## config.mk

```make
export PLATFORM = sky130hd
export DESIGN_NAME = rx_frame_mem_arbiter
export DESIGN_NICKNAME = d
export VERILOG_FILES = /design/src/rtl/rx_frame_mem_arbiter.sv
export SDC_FILE = /design/constraint.sdc
export NUM_CORES = 1
export LEC_CHECK = 0
export CAP_MARGIN = 20
export CORE_AREA = 2 2 125 248
export DETAILED_ROUTE_END_ITERATION = 10
export DIE_AREA = 0 0 127 250
export PLACE_DENSITY = 0.82
export SYNTH_ARGS = -nofsm -noshare
export SYNTH_HDL_FRONTEND = slang
export SYNTH_SLANG_ARGS = --single-unit
```

## constraint.sdc

```tcl
create_clock -name clk -period 8.4 [get_ports clk]
set_input_delay 2.52 -clock clk [delete_from_list [all_inputs] [get_ports clk]]
set_output_delay 2.52 -clock clk [all_outputs]
set_load 0.01 [all_outputs]
```

## src/rtl/rx_frame_mem_arbiter.sv

```systemverilog
// Four-lane write-buffered frame memory arbiter: per-lane FIFOs drain round-robin into one
// memory port, shared with a read path that wins unless some lane FIFO is full.
module rx_frame_mem_arbiter #(
  parameter int ADD_W      = 17,
  parameter int DATA_W     = 5,
  parameter int FIFO_DEPTH = 4
) (
  input  logic                clk,
  input  logic                rstn,
  input  logic [3:0]          WrReq,
  input  logic [3:0]          WrSelC,
  input  logic [4*ADD_W-1:0]  WrAdd,
  input  logic [4*DATA_W-1:0] WrData,
  input  logic                RdReq,
  input  logic [1:0]          RdLane,
  input  logic                RdSelC,
  input  logic [ADD_W-1:0]    RdAdd,
  output logic                RdGnt,
  output logic                RdValid,
  output logic [DATA_W-1:0]   RdData,
  output logic                MemEn,
  output logic                MemWe,
  output logic [1:0]          MemLane,
  output logic                MemSelC,
  output logic [ADD_W-1:0]    MemAdd,
  output logic [DATA_W-1:0]   MemWData,
  input  logic [DATA_W-1:0]   MemRData,
  input  logic                OvfClr,
  output logic [3:0]          Overflow,
  output logic [11:0]         FifoLevel
);

  localparam int         PTR_W   = (FIFO_DEPTH > 1) ? $clog2(FIFO_DEPTH) : 1;
  localparam int         ENT_W   = 1 + ADD_W + DATA_W;
  localparam logic [2:0] DEPTH_L = 3'(FIFO_DEPTH);

  logic              run_reg;
  logic [1:0]        rr_ptr_reg;
  logic [3:0]        full, nonempty, pop, push, drop;
  logic [ENT_W-1:0]  head [4];
  logic              rd_gnt, wr_gnt, wr_found;
  logic [1:0]        wr_sel, cand;
  logic [ENT_W-1:0]  wr_head;
  logic              rd_issue_reg, rd_valid_reg;
  logic [3:0]        ovf_reg, ovf_next;
  logic              mem_en_reg, mem_we_reg, mem_selc_reg;
  logic [1:0]        mem_lane_reg;
  logic [ADD_W-1:0]  mem_add_reg;
  logic [DATA_W-1:0] mem_wdata_reg;

  generate
    for (genvar gi = 0; gi < 4; gi++) begin : g_lane
      logic [ENT_W-1:0] mem_reg [FIFO_DEPTH];
      logic [PTR_W-1:0] wr_ptr_reg, rd_ptr_reg;
      logic [2:0]       count_reg;

      assign full[gi]     = (count_reg == DEPTH_L);
      assign nonempty[gi] = (count_reg != 3'd0);
      // A full lane still accepts a beat when its head leaves in the same cycle.
      assign push[gi]     = WrReq[gi] & (~full[gi] | pop[gi]);
      assign drop[gi]     = WrReq[gi] & full[gi] & ~pop[gi];
      assign head[gi]     = mem_reg[rd_ptr_reg];
      assign FifoLevel[gi*3 +: 3] = count_reg;

      always_ff @(posedge clk) begin
        if (push[gi])
          mem_reg[wr_ptr_reg] <= {WrSelC[gi], WrAdd[gi*ADD_W +: ADD_W], WrData[gi*DATA_W +: DATA_W]};
      end

      always_ff @(posedge clk or negedge rstn) begin
        if (!rstn) begin
          wr_ptr_reg <= '0;
          rd_ptr_reg <= '0;
          count_reg  <= '0;
        end else begin
          if (push[gi]) wr_ptr_reg <= wr_ptr_reg + 1'b1;
          if (pop[gi])  rd_ptr_reg <= rd_ptr_reg + 1'b1;
          if (push[gi] && !pop[gi])      count_reg <= count_reg + 3'd1;
          else if (pop[gi] && !push[gi]) count_reg <= count_reg - 3'd1;
        end
      end
    end
  endgenerate

  // run_reg holds off grants for one cycle after reset release.
  always_comb begin
    rd_gnt   = run_reg & RdReq & ~(|full);
    wr_found = 1'b0;
    wr_sel   = rr_ptr_reg;
    cand     = rr_ptr_reg;
    for (int off = 0; off < 4; off++) begin
      cand = rr_ptr_reg + 2'(off);
      if (!wr_found && nonempty[cand]) begin
        wr_found = 1'b1;
        wr_sel   = cand;
      end
    end
    wr_gnt = run_reg & ~rd_gnt & wr_found;
    pop    = 4'd0;
    if (wr_gnt) pop[wr_sel] = 1'b1;
    wr_head = head[wr_sel];
  end

  assign ovf_next = (OvfClr ? 4'd0 : ovf_reg) | drop;

  always_ff @(posedge clk or negedge rstn) begin
    if (!rstn) begin
      run_reg       <= 1'b0;
      rr_ptr_reg    <= 2'd0;
      rd_issue_reg  <= 1'b0;
      rd_valid_reg  <= 1'b0;
      ovf_reg       <= 4'd0;
      mem_en_reg    <= 1'b0;
      mem_we_reg    <= 1'b0;
      mem_lane_reg  <= 2'd0;
      mem_selc_reg  <= 1'b0;
      mem_add_reg   <= '0;
      mem_wdata_reg <= '0;
    end else begin
      run_reg      <= 1'b1;
      rd_issue_reg <= rd_gnt;
      rd_valid_reg <= rd_issue_reg;
      ovf_reg      <= ovf_next;
      if (rd_gnt) begin
        mem_en_reg   <= 1'b1;
        mem_we_reg   <= 1'b0;
        mem_lane_reg <= RdLane;
        mem_selc_reg <= RdSelC;
        mem_add_reg  <= RdAdd;
      end else if (wr_gnt) begin
        mem_en_reg   <= 1'b1;
        mem_we_reg   <= 1'b1;
        mem_lane_reg <= wr_sel;
        {mem_selc_reg, mem_add_reg, mem_wdata_reg} <= wr_head;
        rr_ptr_reg   <= wr_sel + 2'd1;
      end else begin
        mem_en_reg <= 1'b0;
        mem_we_reg <= 1'b0;
      end
    end
  end

  assign RdGnt    = rd_gnt;
  assign RdValid  = rd_valid_reg;
  assign RdData   = rd_valid_reg ? MemRData : '0;
  assign Overflow = ovf_reg;
  assign MemEn    = mem_en_reg;
  assign MemWe    = mem_we_reg;
  assign MemLane  = mem_lane_reg;
  assign MemSelC  = mem_selc_reg;
  assign MemAdd   = mem_add_reg;
  assign MemWData = mem_wdata_reg;

endmodule

```

Word-level counts from Yosys, hierarchy flattened
Memories as Yosys holds them, arrays and structs flattened.
Cells that the tools add are included.
- flip-flop bits (word level): 64
- RAM bits: 368
- input bits: 125
- output and inout port bits: 50
- logic and storage cells: 172
- memories: 4
- memory list (memory ; words ; bits a word ; read ports ; clocked after Yosys merged registers in ; write ports ; RTL line ; text):
    g_lane[0].mem_reg ; 4 ; 23 ; 1 ; 0 ; 1 ; 53 ; logic [ENT_W-1:0] mem_reg [FIFO_DEPTH];
    g_lane[1].mem_reg ; 4 ; 23 ; 1 ; 0 ; 1 ; 53 ;
    g_lane[2].mem_reg ; 4 ; 23 ; 1 ; 0 ; 1 ; 53 ;
    g_lane[3].mem_reg ; 4 ; 23 ; 1 ; 0 ; 1 ; 53 ;
- $add $sub $neg: 20
- magnitude comparators: 7
- equal/unequal tests: 4
- mux-type cells: 48
- bitwise gates (word level): 32
- reductions and logical operators: 34
- operator list (cell ; number):
    binary-select mux 23 bit (select 2 bit) ; 1
    two-way mux 23 bit ; 2
    two-way mux 17 bit ; 2
    two-way mux 3 bit ; 8
    two-way mux 1 bit ; 22
    adder 2 x 1 -> 2 bit (second input constant) ; 10
    bitwise AND 1 bit ; 16
    less-than comparator 2 x 3 -> 1 bit (second input constant) ; 5
    adder 3 x 1 -> 3 bit (second input constant) ; 4
    equality test 3 bit (second input constant) ; 4
    logical AND 1 bit ; 12
    nonzero test 3 bit ; 4
    subtractor 3 x 1 -> 3 bit (second input constant) ; 4
    zero test 1 bit ; 11
    two-way mux 2 bit ; 5
    NOT 1 bit ; 10
    nonzero test 2 bit ; 5
    binary-select mux 1 bit (select 2 bit) ; 4
    two-way mux 4 bit ; 2
    two-way mux 5 bit ; 1
    adder 2 bit (second input constant) ; 2
    OR 1 bit ; 4
    OR 4 bit ; 1
    OR reduction 4 bit ; 1
    other kinds (5) ; 5

Longest topological paths before layout
- depth in word-level cells: 24
- depth in mapped cells: 14
- depth with buffers taken out: 11

Least setup slack after synthesis
Ideal clock, no wire load.
- kind: input port to output port
- start: input RdReq
- end: output RdGnt
- data arrival time: 3.853 ns
- data required time: 5.880 ns
- slack: 2.027 ns
- stages on the path: 6
- buffers on the path: 2
- path through: nand2_1 > or3_1 > or2_2 > buf_2 > clkinv_1 > clkbuf_1
- cells in the longest elaborated chain, start to end: 2
- ends and longest elaborated chain (element ; RTL line ; text):
    from (decl) ; 14 ; input logic RdReq,
    bitwise AND 1 bit (2 in series) ; 87 ; rd_gnt = run_reg & RdReq & ~(|full);
    to (decl) ; 18 ; output logic RdGnt,
No other way between the ends.

Worst setup path after layout
Ends and elaborated chain as after synthesis.

==> out/results.txt <==
Leaving out fill and tap cells, the most frequent cell in the layout is sky130_fd_sc_hd__edfxtp_1. The number of top-level pins was 175; the number of buffer cells added on primary ports was 174. The area share of the largest cell type after synthesis is 62.9%. Summing the sequential cell areas from Yosys gives 72.0% of the chip area.

The adder-cell share of the synthesized area was 1.88%. Clock tree synthesis selected as its root buffer the cell sky130_fd_sc_hd__clkbuf_16. In the final layout, the share of cells above drive strength 1 is 17.7%. For the detailed-route DRC error count, the log shows 0.

The run gives 4.71 ns as the data arrival at the endpoint of the critical path. Worst hold-check path type: reg -> reg. After synthesis, the cell types taking the most area are sky130_fd_sc_hd__edfxtp_1, sky130_fd_sc_hd__mux4_2, sky130_fd_sc_hd__dfrtp_1. The tools report the max-cap check violation count as 0.

The logs give 0 for the total setup buffers inserted after CTS and 1834 for the layout filler cell count. The tools report the endpoint class of the critical path as an output pin. Among the stages of the critical path, the cell type that occurs most often is sky130_fd_sc_hd__clkdlybuf4s50_1.

The floorplan die height works out to 250 um. Standard-cell row count: 90. The wire length per cell was 25.3 um. Cell count after placement: 1469. The delay of the slowest critical-path stage came out at 0.59 ns. The leakage power summed over all cells was 7.21 nW. The worst path in the final design needs a cycle of 7.23 ns, including I/O delays and setup.

The sequential cells in the finished layout cover a total of 0.0127 mm2. The logs give 58.7% for the effective utilization at floorplan and 1 for the initial antenna violation count. Core footprint: 0.0300 mm2. The setup path with the least slack is of type in -> out. The fraction of the mapped netlist area in compound gates works out to 5.74%. Setup violations remaining at the end of the flow were counted as 0. At the later pin of the worst-skew pair, clock insertion delay measures 0.53 ns. Across every metal layer, demand over resource in global routing totals 24.9%. The critical-path maximum fanout is 27. The floorplan step defined a die boundary enclosing 0.0318 mm2. The worst-case vdd ir drop came out at 247 uV.

Mean post-synth cell area: 18.5 um2. The final-layout setup total negative slack was 0 ns. Yosys mapped a number of flops with a built-in enable equal to 368. The combinational family with the most area after synthesis is multiplexers. At the end of routability-driven placement, the weighted congestion stood at 0.879. Post-layout worst setup margin: 1.17 ns. Summing the areas of all xor and xnor instances in the mapped netlist gives 1.20% of the synthesized area. The logs give 0.357 ns for the worst hold margin and 1098 for the number of nets in the synthesized netlist.

The share of the clock period used by the worst path after layout was 86.0%; the largest net degree at the start of global routing was 65. The final non-filler cell total is 1537, and the total power is 0.00768 W. The global-route wire length before repair was 58800 um. The power density over the cells was 363 mW/mm2; the number of max-slew violations in the final report was 0. Dividing the detail-routed via count by the number of cells gives 6.23. The mapped netlist covers 0.0176 mm2. The flow ran to the end, and the final reports show no timing, DRC or antenna violations.

Leaving out fill and tap cells, the most frequent cells in the layout are sky130_fd_sc_hd__edfxtp_1, sky130_fd_sc_hd__clkdlybuf4s50_1, sky130_fd_sc_hd__mux4_2. Multiplexer cells account for 12.6% of the synthesized area. Hold-fix buffer count after cts: 0. The hold violation count in the final report is 0, and the worst-margin pin slew is 0.989 ns.

The via count of the first global-routing pass is 9794, and the footprint of the multi-input gates is 0.00460 mm2. The longest clock path from root to sink contains 3 buffers. The repair_antennas step left the layout with diodes totalling 0. The growth of design area from synthesis to finish came out at 20.4%.

The register with the most flip-flops in the layout has 368 of them. OpenSTA, run right after detailed placement, puts the worst setup slack at 1.19 ns. Summed over all instances, the cell type with the most area after synthesis is sky130_fd_sc_hd__edfxtp_1. Once the clock tree was built, the resizer swapped 0 gates to a different size. The remaining number of nets flagged by the antenna check after routing came out at 0.

The count of different cell masters after synthesis is 62. The overall die width is 127 um, and the count of mapped cells out of synthesis is 949. The flip-flop cell with the highest count after synthesis was sky130_fd_sc_hd__edfxtp_1.

The H-tree was split into 2 levels. Counting flops and latches in the post-synthesis netlist gives 432. The Yosys step of the flow raised 0 warnings. The run gives 5.88 ns as the data required time of the critical path.

TritonCTS built the clock tree. The master of the slowest instance on the critical path is sky130_fd_sc_hd__clkdlybuf4s50_1. The number of detailed-route iterations in the first pass came out at 5.

The number of design-rule violations left by the first detailed-router iteration is 894. For the HPWL after detailed placement, the log shows 26900 um. Buffers inserted during clock tree synthesis total 37. After global routing the overflow that remains totals 0. The clock slew at the register clock pins of the worst setup and hold paths was 0.06 ns.

The relative max-transition margin is 34.1%. The maximum clock frequency is 0.138 GHz, and the post-synthesis share of cell area spent on and, or, nand and nor gates is 4.70%. The logs give 432 for the number of sinks on the clock net and 38800 um for the total length of routed wires. For this run, asynchronously set or reset flops after synthesis account for 14.8%. STA classifies the critical path startpoint as an input port. The net count of the finished layout is 1289. Traced cell by cell, the critical path runs through clkdlybuf4s50_1, nand2_1, or3_1, or2_2, clkinv_1, buf_4, clkdlybuf4s50_1. Setup repair after global routing left no endpoint under its margin. Between clock sinks in the finished design, the worst skew comes to 0.0216 ns.

The tools report the routed via count as 9568.
## critical path, delay by kind of cell
| family | cells | cell delay, ns |
|---|---|---|
| and+or+nand+nor | 3 | 0.80 |
| buffers and inverters | 4 | 1.38 |
## metrics by stage
stage | cell area (um2) | util, %
global placement | 19700 | 65.7
CTS | 21200 | 70.6
detailed placement | 19900 | 66.5
finish | 21200 | 70.6
global route | 21200 | 70.6
floorplan | 17600 | -
## metal layers
layer / global-route usage [%] / wire [um] / up-vias / part of all wire [%]
met1: 35.1 / 15600 / 4867 / 40
met3: 3.86 / 2600 / 89 / 6.7
li1: - / - / 4181 / -
met5: 0 / 10 / - / 0.026
met2: 38.3 / 18400 / 429 / 47
met4: 13.0 / 2220 / 2 / 5.7
## final timing paths
check	from	to	slack [ns]	cells past startpoint
worst max register to register	g_lane[2].count_reg[0]	g_lane[3].count_reg[2]	4.65	12
worst max-delay path	RdReq	RdGnt	1.17	7
min in group asynchronous	rstn	g_lane[2].count_reg[1]	2.18	2
worst min-delay path	rd_issue_reg	RdValid	0.36	0
worst min register to register	rd_issue_reg	RdValid	0.36	0
max in group asynchronous	rstn	g_lane[3].count_reg[0]	5.63	2
## cells by family (layout without fill, tap and decap cells)
group	Yosys count	count (layout)
DFF	432	432
and+or+nand+nor	155	155
AOI/OAI and AO/OA	138	138
muxes	105	105
buffers and inverters	70	290
adders and majority gates	24	24
xor gates and xnor gates	24	24
other	1	1
## final cells by class
type / count / share of cell area [%]
tap: 368 / 2.18
sequential: 432 / 59.8
multi-input combinational: 447 / 21.7
inverter: 16 / 0.284
clock buffer: 47 / 4.80
timing repair buffer: 206 / 10.1
clock inverter: 21 / 1.10
## synthesized netlist by cell type, types with 6 or more instances
cell type / n
sky130_fd_sc_hd__a21boi_0: 17
sky130_fd_sc_hd__a21oi_1: 14
sky130_fd_sc_hd__a221oi_1: 13
sky130_fd_sc_hd__a22oi_1: 6
sky130_fd_sc_hd__and2_1: 23
sky130_fd_sc_hd__and3_1: 17
sky130_fd_sc_hd__buf_2: 14
sky130_fd_sc_hd__clkbuf_1: 28
sky130_fd_sc_hd__dfrtp_1: 64
sky130_fd_sc_hd__edfxtp_1: 368
sky130_fd_sc_hd__ha_1: 20
sky130_fd_sc_hd__inv_1: 14
sky130_fd_sc_hd__mux2_2: 7
sky130_fd_sc_hd__mux4_2: 92
sky130_fd_sc_hd__nand2_1: 44
sky130_fd_sc_hd__nand3_1: 8
sky130_fd_sc_hd__nor2_1: 20
sky130_fd_sc_hd__nor3b_1: 13
sky130_fd_sc_hd__o211ai_1: 16
sky130_fd_sc_hd__o21ai_0: 19
sky130_fd_sc_hd__or2_2: 6
sky130_fd_sc_hd__xnor2_1: 16
sky130_fd_sc_hd__xor2_1: 8
## where the power goes
part | internal, W | switching (W)
combinational | 0.00126 | 0.00151
sequential | 0.00289 | 0.000274
clock | 0.00101 | 0.000730
total | 0.00516 | 0.00252
No activity file was read; power rests on OpenSTA's default activity.
